--- src/rtl/lb_config_sequencer.sv ---
// Line-buffer sequencer for one memory_core tile: turns host commands into
// config writes, flush pulses and clock-gated SRAM readbacks.
module lb_config_sequencer #(
  parameter int         FLUSH_CYCLES = 3,
  parameter int         GATE_CYCLES  = 5,
  parameter int         READ_CYCLES  = 5,
  parameter logic [7:0] SRAM_ADDR_HI = 8'h07
) (
  input  logic        clk_in,
  input  logic        reset,
  input  logic        cmd_valid,
  output logic        cmd_ready,
  input  logic [1:0]  cmd_op,
  input  logic [15:0] cmd_arg,
  output logic        rsp_valid,
  output logic [15:0] rsp_data,
  input  logic [15:0] mem_read_data,
  output logic        mem_clk_en,
  output logic        mem_config_en,
  output logic        mem_config_write,
  output logic        mem_config_read,
  output logic [3:0]  mem_config_en_sram,
  output logic [31:0] mem_config_addr,
  output logic [31:0] mem_config_data,
  output logic        mem_flush,
  output logic        stream_en,
  output logic        busy
);

  localparam int CNT_W = 16;

  typedef enum logic [2:0] {
    IDLE, CFG, SETTLE, RUN, FLUSH, RD_GATE, RD_ISSUE, RD_RESUME
  } state_t;

  state_t           state;
  logic             origin_run;
  logic [CNT_W-1:0] cnt;
  logic [1:0]       rd_bank;
  logic [9:0]       rd_word;

  // Bits above the depth field carry no meaning for any command.
  logic unused_arg;
  assign unused_arg = ^cmd_arg[15:13];

  function automatic logic [CNT_W-1:0] cnt_load(input int n);
    return CNT_W'(n - 1);
  endfunction

  always_ff @(posedge clk_in or negedge reset) begin
    if (!reset) begin
      state              <= IDLE;
      origin_run         <= 1'b0;
      cnt                <= '0;
      rd_bank            <= '0;
      rd_word            <= '0;
      cmd_ready          <= 1'b0;
      rsp_valid          <= 1'b0;
      rsp_data           <= '0;
      mem_clk_en         <= 1'b1;
      mem_config_en      <= 1'b0;
      mem_config_write   <= 1'b0;
      mem_config_read    <= 1'b0;
      mem_config_en_sram <= '0;
      mem_config_addr    <= '0;
      mem_config_data    <= '0;
      mem_flush          <= 1'b0;
      stream_en          <= 1'b0;
      busy               <= 1'b0;
    end else begin
      rsp_valid <= 1'b0;
      case (state)
        IDLE, RUN: begin
          cmd_ready <= 1'b1;
          busy      <= 1'b0;
          if (cmd_valid && cmd_ready) begin
            origin_run <= (state == RUN);
            case (cmd_op)
              2'd0: begin
                state            <= CFG;
                cmd_ready        <= 1'b0;
                busy             <= 1'b1;
                stream_en        <= 1'b0;
                mem_config_en    <= 1'b1;
                mem_config_write <= 1'b1;
                mem_config_addr  <= '0;
                mem_config_data  <= {16'b0, cmd_arg[12:0], 1'b1, 2'b00};
              end
              2'd1: begin
                state     <= FLUSH;
                cmd_ready <= 1'b0;
                busy      <= 1'b1;
                mem_flush <= 1'b1;
                cnt       <= cnt_load(FLUSH_CYCLES);
              end
              2'd2: begin
                state      <= RD_GATE;
                cmd_ready  <= 1'b0;
                busy       <= 1'b1;
                stream_en  <= 1'b0;
                mem_clk_en <= 1'b0;
                rd_bank    <= cmd_arg[11:10];
                rd_word    <= cmd_arg[9:0];
                cnt        <= cnt_load(GATE_CYCLES);
              end
              default: ;
            endcase
          end
        end
        CFG: begin
          state            <= SETTLE;
          mem_config_en    <= 1'b0;
          mem_config_write <= 1'b0;
          mem_config_data  <= '0;
        end
        SETTLE: begin
          state     <= RUN;
          cmd_ready <= 1'b1;
          busy      <= 1'b0;
          stream_en <= 1'b1;
        end
        FLUSH: begin
          if (cnt == '0) begin
            state     <= origin_run ? RUN : IDLE;
            mem_flush <= 1'b0;
            cmd_ready <= 1'b1;
            busy      <= 1'b0;
          end else begin
            cnt <= cnt - 1'b1;
          end
        end
        RD_GATE: begin
          if (cnt == '0) begin
            state              <= RD_ISSUE;
            mem_config_read    <= 1'b1;
            mem_config_en_sram <= 4'b0001 << rd_bank;
            mem_config_addr    <= {SRAM_ADDR_HI, 14'b0, rd_word};
            cnt                <= cnt_load(READ_CYCLES);
          end else begin
            cnt <= cnt - 1'b1;
          end
        end
        RD_ISSUE: begin
          // Read data is only trusted once the strobe has been held the full window.
          if (cnt == '0) begin
            state              <= RD_RESUME;
            rsp_data           <= mem_read_data;
            rsp_valid          <= 1'b1;
            mem_config_read    <= 1'b0;
            mem_config_en_sram <= '0;
            mem_config_addr    <= '0;
            cnt                <= cnt_load(GATE_CYCLES);
          end else begin
            cnt <= cnt - 1'b1;
          end
        end
        RD_RESUME: begin
          if (cnt == '0) begin
            state      <= origin_run ? RUN : IDLE;
            mem_clk_en <= 1'b1;
            stream_en  <= origin_run;
            cmd_ready  <= 1'b1;
            busy       <= 1'b0;
          end else begin
            cnt <= cnt - 1'b1;
          end
        end
        default: state <= IDLE;
      endcase
    end
  end

endmodule

--- config.mk ---
export PLATFORM = sky130hd
export DESIGN_NAME = lb_config_sequencer
export DESIGN_NICKNAME = d
export VERILOG_FILES = /design/src/rtl/lb_config_sequencer.sv
export SDC_FILE = /design/constraint.sdc
export NUM_CORES = 1
export LEC_CHECK = 0
export CORE_MARGIN = 4
export CORE_UTILIZATION = 58
export DETAILED_ROUTE_END_ITERATION = 16
export DONT_BUFFER_PORTS = 1
export PLACE_DENSITY = 0.74
export SETUP_SLACK_MARGIN = 0.02
export SYNTH_ARGS = -nofsm -noshare
export SYNTH_HDL_FRONTEND = slang
export SYNTH_SLANG_ARGS = --single-unit
--- constraint.sdc ---
create_clock -name clk_in -period 2.6 [get_ports clk_in]
set_clock_uncertainty 0.2 [all_clocks]
set_input_delay 0.26 -clock clk_in [delete_from_list [all_inputs] [get_ports clk_in]]
set_output_delay 0.26 -clock clk_in [all_outputs]
set_load 0.01 [all_outputs]
==> run summary, run 1 <==
CP Max Fanout -> 7
Area Overhead vs Synth -> 12.1%
setup fix buffers added after clock tree synthesis -> 0
Setup Crit Path Kind -> flop to flop
Tmin final -> 2.46 ns
I/O Buffers -> 0
clock sinks -> 84
number of setup violations in the final report -> 0
CP Launch Type -> flop
CP cell instances -> or4_4 -> or4_4 -> o21ai_4 -> nand4_1 -> and4bb_1
Vias -> 2895
Tightest Pin Transition -> 0.631 ns
synth warn -> 0
LEAKAGE -> 2.28 nW
largest net degree at the start of global routing -> 85
number of remaining DRC errors -> 0
vias in the first global route -> 2944
hold endpoint -> cmd_ready
placed cells -> 462
Setup Slack @ Placement -> 0.172 ns
register area share after synthesis -> 50.1%
delay of the slowest critical-path stage -> 0.58 ns
Final Hold Fails -> 0
Worst Reg2Reg Path Length in Cells -> 5
die height -> 93.1 µm
ys flop type -> dfrtp_1
antenna violations before repair -> 0
Hold Path Class -> input pin to flop
Num CTS Buffers -> 9
Initial Util -> 60.8%
setup TNS -> 0 ns
Final ANT Viol Nets -> 0
status -> finished clean
most common cell in the netlist -> dfrtp_1
routed vias/inst -> 5.67
Ports -> 130
max-slew violations -> 0
R2R Path Start -> cnt[4]
Clk Latency, worst-skew pair -> 0.35 ns
Synth async-reset ratio -> 100%
number of cells on the critical path -> 5
Cell variety after synth -> 59
num rows -> 30
Max transition margin -> 57.8%
leading area contributor after synthesis -> dfrtp_1
top cells by area, synth -> dfrtp_1, buf_4, mux2_2
Synth Cell Area -> 4200 µm²
gr usage total -> 21.6%
Critical Path Slowest Stage Cell -> or4_4
hold path depth -> 3
EDFF count, synth -> 0
RSZ-0062 raised after global routing -> true
die footprint -> 8660 µm²
syn_area_per_cell -> 11.3 µm²
CTS Buffer Depth -> 2
DRT iter0 DRCs -> 111
worst vdd rail ir drop -> 0.598 mV
Syn Inst Count -> 371
Max-Cap Viols -> 0
Worst EP arrival -> 2.50 ns
CTS tree -> built
CP dominant cell by count -> or4_4
Clk Tree Root Cell -> clkbuf_8
layout cells sized above 1 -> 18.4%
required time of the worst setup path -> 2.64 ns
Worst Slack Setup Final -> 0.135 ns
Placed Area -> 4160 µm²
crit-path leading delay family -> simple AND/OR/NAND/NOR gates
Critical R2R Capture -> state[0]
Die Wd -> 93.1 µm
final net count -> 452
clk slew on worst S/H paths -> 0.09 ns
min-delay src -> cmd_op[1]
top cell type's share of synthesized area -> 49.5%
design area -> 4710 µm²
core area -> 6910 µm²
Worst Path Buf+Inv -> 0
DR pass1 iterations -> 4
Detailed Route WL -> 9.18 mm
Worst Setup End Kind -> flop
synthesized flop and latch total -> 84
FMAX -> 0.406 GHz
H-tree depth -> 3
HPWL Detailed -> 6.27 mm
PwrDens -> 966 nW/µm²
RD Place Congestion -> 0.912
Remaining Overflow, GRT -> 0
first-pass GRT wire length -> 14.8 mm
synth cell count leaders -> dfrtp_1, buf_4, mux2_2, nor2_1, nand2_1
Final Non-Filler Cells -> 511
final period utilization -> 94.8%
WL/cell -> 18.0 µm
R2R setup slack -> 0.14 ns
==> power by group <==
part	switching, W	internal (W)
Combinational	0.000850	0.000683
Clock	0.000491	0.000449
Sequential	0.000422	0.00165
==> flip-flops by register name, indices dropped and copies added, names as in the netlist <==
signal and flops:
busy 1, cmd_ready 1, cnt 16, mem_clk_en 1, mem_config_addr 11, mem_config_data 14
mem_config_en_sram 4, mem_config_read 1, mem_flush 1, origin_run 1, rd_bank 2, rd_word 10
rsp_data 16, rsp_valid 1, state 3, stream_en 1
==> per-layer routing <==
metal	track usage (%)	up-vias	routed length (µm)	share of wire (%)
met5	0	-	0	0
met4	7.08	0	159	1.7
met3	7.00	17	699	7.6
met2	34.5	121	4460	49
met1	27.9	1424	3850	42
li1	-	1333	-	-
==> how the worst max path moves through the flow <==
| stage | start | to | slack (ns) |
|---|---|---|---|
| floorplan | cnt[8] | rsp_data[0] | 0.21 |
| global placement | cnt[13] | state[0] | 0.19 |
| detailed placement | cnt[13] | state[0] | 0.17 |
| CTS | cnt[13] | state[0] | 0.15 |
| global route | cnt[0] | state[0] | 0.02 |
| finish | cnt[4] | state[0] | 0.14 |
==> final cells by class <==
class / instances / area (µm²)
antenna: 1 / 2.50
clock buffer: 9 / 124
clock inverter: 7 / 75.1
fill: 490 / 2200
inverter: 11 / 41.3
multi-input combinational: 258 / 1790
sequential: 84 / 2100
tap: 96 / 120
timing repair buffer: 45 / 448
==> tightest hold or removal path: stages <==
cell     delay (ns)
ha_1           0.11
nor2_1         0.05
a21oi_1        0.10
==> cells in the final DEF (no fill, tap or decap), types with 4 or more instances in the layout <==
cell,synthesis,final
or3_1,6,6
nor2_1,26,25
a21oi_1,13,13
xnor2_1,4,4
inv_1,11,11
clkbuf_8,1,9
conb_1,1,37
dfrtp_1,83,83
a21o_1,6,6
o21ai_0,11,11
a22o_1,23,23
nor3_1,7,6
mux2_1,4,4
nand4_1,4,4
buf_4,42,12
ha_1,6,6
mux2_2,26,26
dlygate4sd3_1,0,31
nand2_1,24,24
nand3_1,9,9
==> logic make-up after synthesis <==
group | Yosys count | synth area share [%]
buffers and inverters | 65 | 10.6
AND/OR/NAND/NOR | 103 | 14.4
AO/OA/AOI/OAI | 75 | 13.5
other | 1 | 0.0894
XOR/XNOR | 5 | 1.04
flip-flops | 84 | 50.1
adder cells (fa/ha/maj) | 6 | 1.79
multiplexers | 32 | 8.53
==> what timing repair did <==
action                                  CTS  global route
endpoints found under the setup margin    0             1
resized for setup                         0             1
hold buffers                             32             0
endpoints found under the hold margin   126             0
==> per-stage QoR <==
| stage | total power [W] | hold WS (ns) | utilization (%) |
|---|---|---|---|
| 2_1_floorplan | 0.00324 | -0.236 | - |
| 3_3_place_gp | 0.00347 | -0.232 | 60.3 |
| 3_5_place_dp | 0.00354 | -0.232 | 60.3 |
| 4_1_cts | 0.00454 | 0.0145 | 68.1 |
| 5_1_grt | 0.00484 | 0.0284 | 68.1 |
| 6_report | 0.00455 | 0.0161 | 68.1 |
(Power assumes the default switching activity.)
==> run 2, diff against run 1 <==
Settings changed: CORE_UTILIZATION 58 to 34, PLACE_DENSITY 0.74 to default.
==> run 2 against run 1 <==
  * First-iteration DRC count rose by 74%
  * Sequential power hardly changed
  * Clock power increased by 47%
  * Highest routed layer unchanged
  * Wire length increased by 3.9%
  * Combinational power rose by 3%
  * Via count down 0.59%
  * Clock-buffer cell count is 1 higher
  * Worst hold slack better by 0.017 ns
  * Die area increased by 64%
==> run summary, run 2 (synthesis gave the netlist of run 1 again) <==
status -> finished clean
Worst Setup End Kind -> flop
max-slew violations -> 0
Max-Cap Viols -> 0
LEAKAGE -> 2.36 nW
grt met2 use -> 21.5%
Vias -> 2878
Worst Slack Setup Final -> 0.110 ns
gr usage total -> 13.4%
final period utilization -> 95.8%
routing usage on met3 -> 4.32%
core area -> 12100 µm²
Ports -> 130
Area Overhead vs Synth -> 17.9%
Clk Latency, worst-skew pair -> 0.33 ns
setup fix buffers added after clock tree synthesis -> 0
number of remaining DRC errors -> 0
H-tree depth -> 3
Setup Slack @ Placement -> 0.0954 ns
clk slew on worst S/H paths -> 0.06 ns
Final Hold Fails -> 0
Initial Util -> 34.8%
met1 usage -> 16.7%
setup TNS -> 0 ns
number of setup violations in the final report -> 0
largest registers -> cnt (16), rsp_data (16), mem_config_data (14)
largest net degree at the start of global routing -> 85
CTS tree -> built
CTS Buffer Depth -> 2
FMAX -> 0.402 GHz
Setup Crit Path Kind -> flop to flop
WL/cell -> 16.3 µm
Detailed Route WL -> 9.54 mm
CP Launch Point -> cnt[13]
# diodes -> 0
Tmin final -> 2.49 ns
vias in the first global route -> 2797
R2R Path Start -> cnt[13]
Remaining Overflow, GRT -> 0
clock sinks -> 84
CP endpoint -> mem_config_addr[0]
area occupied by multi-input gates -> 1800 µm²
most common cell after layout, fill and taps aside -> dfrtp_1
num rows -> 40
DR pass1 iterations -> 4
Critical R2R Capture -> mem_config_addr[0]
Num CTS Buffers -> 9
die footprint -> 14200 µm²
Max transition margin -> 29.2%
GR peak layer -> met2
Tightest Pin Transition -> 1.06 ns
RSZ-0062 raised after global routing -> false
PwrDens -> 1010 nW/µm²
filler instances -> 1139
I/O Buffers -> 0
CP Launch Type -> flop
Final ANT Viol Nets -> 0
most frequent cells in the layout -> dfrtp_1, conb_1, dlygate4sd3_1, mux2_2, nor2_1
Worst Reg2Reg Path Length in Cells -> 5
routed vias/inst -> 4.91
CP Max Fanout -> 11
Die Wd -> 119 µm
Reg area -> 2100 µm²
DRT iter0 DRCs -> 193
Clk Tree Root Cell -> clkbuf_16
layout cells sized above 1 -> 19.4%
first-pass GRT wire length -> 15.2 mm
RD Place Congestion -> 0.805
final net count -> 456
Worst EP arrival -> 2.51 ns
HPWL Detailed -> 6.90 mm
R2R setup slack -> 0.11 ns
worst vdd rail ir drop -> 0.352 mV
die height -> 119 µm
antenna violations before repair -> 0
Hold Path Class -> input pin to flop
required time of the worst setup path -> 2.62 ns
## run 2: cell count changes in the layout (fill, tap and decap cells not counted)
cell,before,now
a21oi_2,1,2
clkbuf_16,0,9
dlygate4sd3_1,31,30
clkinv_4,1,0
bufinv_16,1,2
inv_6,0,3
diode_2,1,0
buf_4,12,17
a21oi_1,13,12
clkinvlp_4,2,1
clkbuf_1,0,1
clkbuf_8,9,0
clkinv_2,2,0
inv_8,1,0
## run 2: per-layer routing
| layer | share of wire [%] | vias up |
|---|---|---|
| met4 | 1.3 | 0 |
| met2 | 49 | 105 |
| li1 | - | 1327 |
| met1 | 42 | 1438 |
| met3 | 7.6 | 8 |
| met5 | 0 | - |
## run 2: how the worst min path moves through the flow
stage	end	slack [ns]	depth (start not counted)	from
detailed placement	cnt[0]	-0.23	0	reset
floorplan	busy	-0.24	0	reset
finish	stream_en	0.03	2	cmd_valid
global route	stream_en	0.02	2	cmd_valid
global placement	cnt[0]	-0.23	0	reset
CTS	stream_en	0.01	2	cmd_valid
## run 2: critical path: stages, from the launching register on
cell	delay [ns]
dfrtp_1	0.42
or3_1	0.51
or4_4	0.64
nor2_8	0.14
a21oi_2	0.17
a22o_2	0.29
## run 2: final cells by class
cell class              instances  share of cell area, %
clock inverters                 6                   1.90
multi-input cells             258                   36.3
flip-flops and latches         84                   42.5
well taps                     168                   4.25
inverters                      11                  0.834
clock buffers                  10                   4.63
repair buffers                 49                   9.61
## run 2: per-stage QoR
stage	std cells	area, µm²	power [W]	hold slack [ns]	util (%)
floorplan	407	4330	0.00324	-0.236	-
global route	586	4950	0.00534	0.0199	41.0
detailed placement	539	4290	0.00358	-0.229	35.6
CTS	586	4940	0.00505	0.0125	41.0
global placement	539	4290	0.00352	-0.229	35.6
finish	586	4950	0.00501	0.0334	41.0
## run 2: repair_timing
item                                    4_1_cts  5_1_grt
resized for setup                             0        2
hold endpoints to repair                    125        0
hold buffers                                 31        0
endpoints found under the setup margin        0        5
## run 2: where the power goes
part / leakage, nW / switching, W / internal, W
registers: 1.09 / 0.000403 / 0.00166
clock network: 0.154 / 0.000527 / 0.000852
logic: 1.11 / 0.000876 / 0.000698
total: 2.36 / 0.00181 / 0.00321
==> run 3, diff against run 2 <==
Settings changed: CORE_MARGIN 4 to default.
==> run 3 against run 2 <==
  * Sequential share of layout area grew 0.38 points
  * Highest routed layer unchanged
  * Largest cell class unchanged
  * Global-route usage rose by 1.9 points
  * Critical path type unchanged
  * Sequential power is essentially flat
  * Wire length fell by 4.9%
  * Worst setup slack better by 0.035 ns
  * Die area fell by 9.8%
  * Clock-buffer cell count shrank 1
==> run summary, run 3 (synthesis gave the netlist of run 1 again) <==
I/O Buffers -> 0
Hold Path Class -> input pin to flop
gr usage total -> 15.3%
Final Hold Fails -> 0
CTS Buffer Depth -> 2
Worst Path Buf+Inv -> 0
number of cells on the critical path -> 5
number of remaining DRC errors -> 0
Clk network pwr share -> 26.6%
routed vias/inst -> 5.18
Gate power share -> 31.6%
vias in the first global route -> 2978
Max transition margin -> 61.9%
Area Overhead vs Synth -> 16.9%
Tmin final -> 2.45 ns
Reg area -> 2100 µm²
FMAX -> 0.407 GHz
# diodes -> 0
Switching Power -> 0.00180 W
hold endpoint -> cmd_ready
Ports -> 130
setup fix buffers added after clock tree synthesis -> 0
max-slew violations -> 0
CP Max Fanout -> 7
internal power -> 0.00310 W
sequential power share -> 41.7%
Clk Tree Root Cell -> clkbuf_16
antenna violations before repair -> 0
clock sinks -> 84
RSZ-0062 raised after global routing -> false
Tightest Pin Transition -> 0.557 ns
R2R Path Start -> cnt[13]
CTS tree -> built
Worst Reg2Reg Path Length in Cells -> 5
switching portion of total power -> 36.7%
Initial Util -> 34.9%
Final ANT Viol Nets -> 0
Vias -> 2922
DRT iter0 DRCs -> 177
HPWL Detailed -> 6.29 mm
most common cell after layout, fill and taps aside -> dfrtp_1
num rows -> 40
placed cells -> 516
Die Wd -> 113 µm
largest net degree at the start of global routing -> 85
setup TNS -> 0 ns
Setup Crit Path Kind -> flop to flop
crit-path leading delay family -> simple AND/OR/NAND/NOR gates
Remaining Overflow, GRT -> 0
core area -> 12000 µm²
Max-Cap Viols -> 0
CP Launch Type -> flop
Critical Path Slowest Stage Cell -> or4_4
filler instances -> 1147
layout cells sized above 1 -> 19.2%
PwrDens -> 998 nW/µm²
RD Place Congestion -> 0.827
Worst Setup End Kind -> flop
first-pass GRT wire length -> 15.0 mm
Clk Latency, worst-skew pair -> 0.34 ns
R2R setup slack -> 0.15 ns
min-delay src -> cmd_op[1]
delay of the slowest critical-path stage -> 0.64 ns
post-layout power -> 0.00490 W
largest registers -> cnt (16), rsp_data (16), mem_config_data (14)
H-tree depth -> 3
area occupied by multi-input gates -> 1800 µm²
utilization after layout -> 40.8%
hold path depth -> 3
WL/cell -> 16.1 µm
DR pass1 iterations -> 5
status -> finished clean
worst vdd rail ir drop -> 0.431 mV
LEAKAGE -> 2.34 nW
final period utilization -> 94.4%
Worst EP arrival -> 2.50 ns
most frequent cells in the layout -> dfrtp_1, conb_1, dlygate4sd3_1, nor2_1, mux2_2
final net count -> 455
Detailed Route WL -> 9.07 mm
Final Non-Filler Cells -> 564
Critical R2R Capture -> stream_en
clk slew on worst S/H paths -> 0.07 ns
die height -> 113 µm
CP cell instances -> or3_1 -> or4_4 -> nor3_4 -> nor3_1 -> a221oi_2
Num CTS Buffers -> 9
required time of the worst setup path -> 2.65 ns
number of setup violations in the final report -> 0
die footprint -> 12800 µm²
Worst Hold Slack -> 0.0577 ns
run 3: cell types whose count changed in the layout (fill, tap and decap cells not counted):
cell / previous run / this run
clkinvlp_4: 1 / 2
nor2_1: 25 / 26
inv_8: 0 / 1
clkinv_4: 0 / 1
clkbuf_1: 1 / 0
buf_4: 17 / 15
inv_6: 3 / 2
dlygate4sd3_1: 30 / 31
or3_1: 6 / 5
or3_4: 0 / 1
nor2_2: 2 / 1
bufinv_16: 2 / 1
run 3: worst max path at each step:
stage                        from                 end  slack [ns]
after floorplan            cnt[8]         rsp_data[0]        0.21
after global placement    cnt[11]  mem_config_addr[0]        0.14
after detailed placement   cnt[8]              cnt[2]        0.13
after CTS                 cnt[11]  mem_config_addr[0]        0.11
after global routing       cnt[4]             cnt[15]        0.03
final                     cnt[13]           stream_en        0.15
run 3: area by class of cell:
type                       count  area share (%)
sequential                    84            42.9
multi-input combinational    258            36.7
timing repair buffer          48            9.59
tap                          147            3.75
clock inverter                 7            1.68
clock buffer                   9            4.59
inverter                      11           0.842
run 3: stage by stage:
stage | setup slack, ns | area (µm²)
6_report | 0.145 | 4900
5_1_grt | 0.0295 | 4900
4_1_cts | 0.112 | 4900
3_5_place_dp | 0.128 | 4250
3_3_place_gp | 0.138 | 4250
2_1_floorplan | 0.209 | 4330
run 3: layer usage:
layer	vias up	part of all wire, %	GRT usage, %
met5	-	0	0
met2	125	49	24.8
li1	1340	-	-
met4	0	2.2	7.89
met1	1444	43	18.4
met3	13	6.1	4.55
run 3: power by group through the flow:
stage	Combinational, W	Sequential, W	Clock [W]
5_1_grt	0.00171	0.00211	0.00140
6_report	0.00155	0.00204	0.00130
3_5_place_dp	0.00145	0.00207	0
2_1_floorplan	0.00127	0.00197	0
3_3_place_gp	0.00142	0.00205	0
4_1_cts	0.00153	0.00205	0.00134
run 3: what timing repair did:
action | in CTS | in global routing
endpoints found under the setup margin | 0 | 5
hold endpoints to repair | 126 | 0
hold buffers | 32 | 0
resized for setup | 0 | 2
run 3: worst reg2reg max path, stage by stage, from the launching register on:
cell and delay, ns:
dfrtp_1 0.42, or3_1 0.51, or4_4 0.64, nor3_4 0.31, nor3_1 0.11, a221oi_2 0.17
